## src/rtl/mux_pkg.sv

```systemverilog
// Shared types for the pipelined N-way selector: handshake state encoding.
package mux_pkg;

   typedef enum logic [1:0] {
      EMPTY = 2'd0,
      BUSY  = 2'd1,
      FULL  = 2'd2
   } mux_state_t;

endpackage

```

## src/rtl/mux_n_comb.sv

```systemverilog
// Pure combinational N-way word selector; out-of-range selects yield a zero word and err.
module mux_n_comb #(
   parameter int WIDTH = 32,
   parameter int N     = 4,
   parameter int SEL_W = $clog2(N)
) (
   input  logic [N*WIDTH-1:0] data,
   input  logic [SEL_W-1:0]   sel,
   output logic [WIDTH-1:0]   word,
   output logic               err
);

   // Matching against each legal index avoids a variable part-select past the last input.
   always_comb begin
      word = '0;
      err  = 1'b1;
      for (int k = 0; k < N; k++) begin
         if (sel == SEL_W'(k)) begin
            word = data[k*WIDTH +: WIDTH];
            err  = 1'b0;
         end
      end
   end

endmodule

```

## src/rtl/mux_n_pipe.sv

```systemverilog
// Registered N-way word selector with valid/ready handshake and a one-entry skid buffer.
module mux_n_pipe
   import mux_pkg::*;
#(
   parameter int WIDTH = 32,
   parameter int N     = 4,
   parameter int SEL_W = $clog2(N)
) (
   input  logic               clk,
   input  logic               rst_n,
   input  logic [N*WIDTH-1:0] in_data,
   input  logic [SEL_W-1:0]   in_sel,
   input  logic               in_valid,
   output logic               in_ready,
   output logic [WIDTH-1:0]   out_data,
   output logic               out_err,
   output logic               out_valid,
   input  logic               out_ready
);

   mux_state_t       state;
   mux_state_t       next_state;
   logic [WIDTH-1:0] main_data;
   logic             main_err;
   logic [WIDTH-1:0] skid_data;
   logic             skid_err;
   logic [WIDTH-1:0] sel_word;
   logic             sel_err;
   logic             in_xfer;
   logic             out_xfer;
   logic             load_main_in;
   logic             load_main_skid;
   logic             load_skid;

   mux_n_comb #(
      .WIDTH (WIDTH),
      .N     (N),
      .SEL_W (SEL_W)
   ) u_sel (
      .data (in_data),
      .sel  (in_sel),
      .word (sel_word),
      .err  (sel_err)
   );

   // Handshakes come from registered state only, so out_ready never reaches in_ready.
   assign in_ready  = rst_n && (state != FULL);
   assign out_valid = rst_n && (state != EMPTY);
   assign out_data  = main_data;
   assign out_err   = main_err;
   assign in_xfer   = in_valid && in_ready;
   assign out_xfer  = out_valid && out_ready;

   always_comb begin
      next_state     = state;
      load_main_in   = 1'b0;
      load_main_skid = 1'b0;
      load_skid      = 1'b0;
      case (state)
         EMPTY: begin
            if (in_xfer) begin
               load_main_in = 1'b1;
               next_state   = BUSY;
            end
         end
         BUSY: begin
            if (in_xfer && out_xfer) begin
               load_main_in = 1'b1;
            end else if (in_xfer) begin
               load_skid  = 1'b1;
               next_state = FULL;
            end else if (out_xfer) begin
               next_state = EMPTY;
            end
         end
         FULL: begin
            if (out_xfer) begin
               load_main_skid = 1'b1;
               next_state     = BUSY;
            end
         end
         default: next_state = EMPTY;
      endcase
   end

   always_ff @(posedge clk) begin
      if (!rst_n) begin
         state     <= EMPTY;
         main_data <= '0;
         main_err  <= 1'b0;
         skid_data <= '0;
         skid_err  <= 1'b0;
      end else begin
         state <= next_state;
         if (load_main_in) begin
            main_data <= sel_word;
            main_err  <= sel_err;
         end else if (load_main_skid) begin
            main_data <= skid_data;
            main_err  <= skid_err;
         end
         if (load_skid) begin
            skid_data <= sel_word;
            skid_err  <= sel_err;
         end
      end
   end

endmodule

```

## config.mk

```make
export PLATFORM = sky130hd
export DESIGN_NAME = mux_n_pipe
export DESIGN_NICKNAME = d
export VERILOG_FILES = /design/src/rtl/mux_pkg.sv /design/src/rtl/mux_n_comb.sv /design/src/rtl/mux_n_pipe.sv
export SDC_FILE = /design/constraint.sdc
export NUM_CORES = 1
export LEC_CHECK = 0
export CELL_PAD_IN_SITES_DETAIL_PLACEMENT = 1
export CELL_PAD_IN_SITES_GLOBAL_PLACEMENT = 1
export CORE_MARGIN = 5
export CORE_UTILIZATION = 30
export DETAILED_ROUTE_END_ITERATION = 16
export PLACE_DENSITY = 0.84
export SLEW_MARGIN = 15
export SYNTH_ARGS = -nofsm -noshare
export SYNTH_HDL_FRONTEND = slang
export SYNTH_SLANG_ARGS = --single-unit
```

## constraint.sdc

```tcl
create_clock -name clk -period 1.75 [get_ports clk]
set_input_delay 0.35 -clock clk [delete_from_list [all_inputs] [get_ports clk]]
set_output_delay 0.35 -clock clk [all_outputs]
set_load 0.05 [all_outputs]
```

==> results of run 1 <==
[layout make-up]
class	count	area, um^2	share of cell area
multi-input cells	150	1800	0.337
well taps	140	175	0.0327
inverters	1	3.75	0.000700
repair buffers	186	1830	0.341
flip-flops and latches	68	1360	0.254
clock inverters	1	5.00	0.000934
clock buffers	14	183	0.0341
[power by group]
group	switching (mW)	internal [mW]	leakage, nW
clock network	0.538	0.661	0.0986
registers	0.0469	1.63	0.555
logic	0.521	0.590	1.59
total	1.11	2.89	2.24
[metrics by stage]
step | setup slack (ns) | hold WS, ns | power [mW]
final | 0.142 | 0.473 | 3.99
after global routing | 0.0448 | 0.494 | 4.18
after CTS | -0.0263 | 0.483 | 4.04
after detailed placement | -0.391 | 0.467 | 2.82
after global placement | -0.321 | 0.442 | 2.79
after floorplan | 0.195 | 0.426 | 2.28
[critical path, stage by stage]
cell             delay (ns)
clkdlybuf4s50_1        0.46
buf_4                  0.18
nand4b_1               0.17
buf_4                  0.33
mux2i_1                0.24
o2bb2ai_1              0.08
[routing by layer]
layer  track usage  up-vias  wire (um)
met3        0.0553       10       1010
met1         0.173     1426       4100
li1              -     1333          -
met5             0        -          0
met2         0.297      110       5710
met4        0.0524        0        170
[flip-flops by register name, indices dropped and copies added (netlist names)]
name and flops:
out_err 1, out_data 32, state 2, skid_err 1, skid_data 32
[final timing paths]
kind	startpoint	endpoint	depth (start not counted)
setup reg to reg	state[0]	skid_data[15]	5
setup / recovery	out_ready	out_data[5]	6
hold / removal	skid_err	skid_err	1
hold reg to reg	skid_err	skid_err	1
[logic make-up after synthesis]
| kind of cell | share of synthesized area |
|---|---|
| DFF | 0.412 |
| buffers and inverters | 0.0565 |
| AOI/OAI and AO/OA | 0.185 |
| and+or+nand+nor | 0.0250 |
| muxes | 0.321 |
[cells in the final DEF, fill, tap and decap left out]
| cell type | n |
|---|---|
| nand2b_1 | 1 |
| dfxtp_1 | 67 |
| clkinv_2 | 1 |
| clkbuf_8 | 13 |
| clkbuf_1 | 1 |
| nor2b_4 | 1 |
| nand2_1 | 2 |
| nor2b_2 | 1 |
| clkdlybuf4s50_1 | 130 |
| and2_1 | 1 |
| buf_6 | 1 |
| a21boi_4 | 2 |
| mux2i_1 | 34 |
| o21ai_4 | 1 |
| a21boi_1 | 1 |
| and3_1 | 1 |
| nor3b_4 | 1 |
| or3b_1 | 1 |
| dlymetal6s2s_1 | 1 |
| a22o_1 | 32 |
| o21a_1 | 2 |
| mux4_2 | 32 |
| inv_1 | 1 |
| buf_4 | 44 |
| a21oi_1 | 2 |
| buf_2 | 2 |
| nor3b_1 | 1 |
| dfxtp_2 | 1 |
| nand4b_1 | 1 |
| nor2_1 | 1 |
| buf_12 | 8 |
| o2bb2ai_1 | 32 |
[repair_timing]
| item | in CTS | in global routing |
|---|---|---|
| cloned | 0 | 1 |
| resized for setup | 2 | 4 |
| pin swaps | 0 | 1 |
| buffers inserted | 1 | 0 |
| setup endpoints to repair | 33 | 34 |
==> impl_metrics.ini, run 1 <==
[status]
outcome = complete, no violations

[place]
place_area_um2 = 5130
dpl.cell_count = 543
hpwlAfterDp_um = 8350
io_buffers = 168
place_congestion = 0.713

[cts]
cts-root-buf = clkbuf_8
htreeDepth = 3
cts_made_buffers = 9
cts.reportedPaths.clkPinSlew_ns = 0.07
cts_tree = built
insertion_delay_ns = 0.33
cts_max_path_buffers = 2
clock_sinks = 68
cts.hold.buffers_added = 0

[sta]
slew_violations = 0
timing.final.crit_share = 0.919
tightestPinTransition_ns = 0.631
grt_setup_unrepaired = no
final-hold-violation-count = 0
slew_headroom = 0.578
setup-tns-final_ns = 0
skew_ns = 0.00761
fmax_ghz = 0.622
period_needed_ns = 1.61
finalSetupViolCount = 0

[grt]
grtUsageTotal = 0.162
grt_pass1_wl_um = 16900
grt_max_degree = 34
antenna_found_initial = 0
grt_overflow = 0
grt_pass1_vias = 3411

[setup_path]
worstPathArrival_ns = 1.82
crit_required_ns = 1.96
end_kind = flop
crit_fanout = 16
crit_type = input port to flop
worst_setup_path_start_kind = input port
r2r_setup_slack_ns = 0.29

[logic_synthesis]
ys_types = 27
synth_ff_type = dfxtp_1
synth.ff_latch_count = 68
synth_area_leader_cell = dfxtp_1
synthArstFlopShare = 0
synth_edf_count = 0
netlist.area_leader.share = 0.412
yosysMostFrequentCell = dfxtp_1
syn_nets = 376
yosys_warnings = 0
netlist_instances = 242
netlist_top_cells_area = dfxtp_1, mux4_2, mux2i_1, a22o_1, o2bb2ai_1
syn_area_per_cell_um2 = 13.6
seq_area_frac_synth = 0.412
yosys-top-cells-count = dfxtp_1, mux2i_1, a22o_1, mux4_2, o2bb2ai_1
syn-cell-area_um2 = 3300

[run]
drv_cap = 0

[pwr]
power.density_nw_per_um2 = 745
leakage_nw = 2.24
vdd_drop_max_mv = 0.310

[floorplan]
die_h_um = 115
start_util = 0.306
die_area_um2 = 13200
core_um2 = 10800
rows = 38
die_width_um = 115
io_pins = 169

[cells_and_area]
fin_area_um2 = 5360
syn2layout_area_growth_pct = 62.4
final_util = 0.497
fillCellCount = 1118
diodes = 0
fin_nets = 550
stdcell_count = 560
drive_gt1_frac = 0.257

[route]
drt_first_iter_violations = 56
ant_nets = 0
first_pass_iters = 4
post-route-drc-count = 0
wl_um = 11000
wl_per_cell_um = 19.6
detailroute.via_count = 2879
routed_via_density = 5.14

[worst_hold_path]
min_path_type = flop to flop
No activity file was read; power rests on OpenSTA's default activity.
==> inputs of run 2 (changes only) <==
- GPL_ROUTABILITY_DRIVEN: unset -> 0
==> results of run 2 <==
The final DEF is identical to that of run 1; final timing and power are the same.
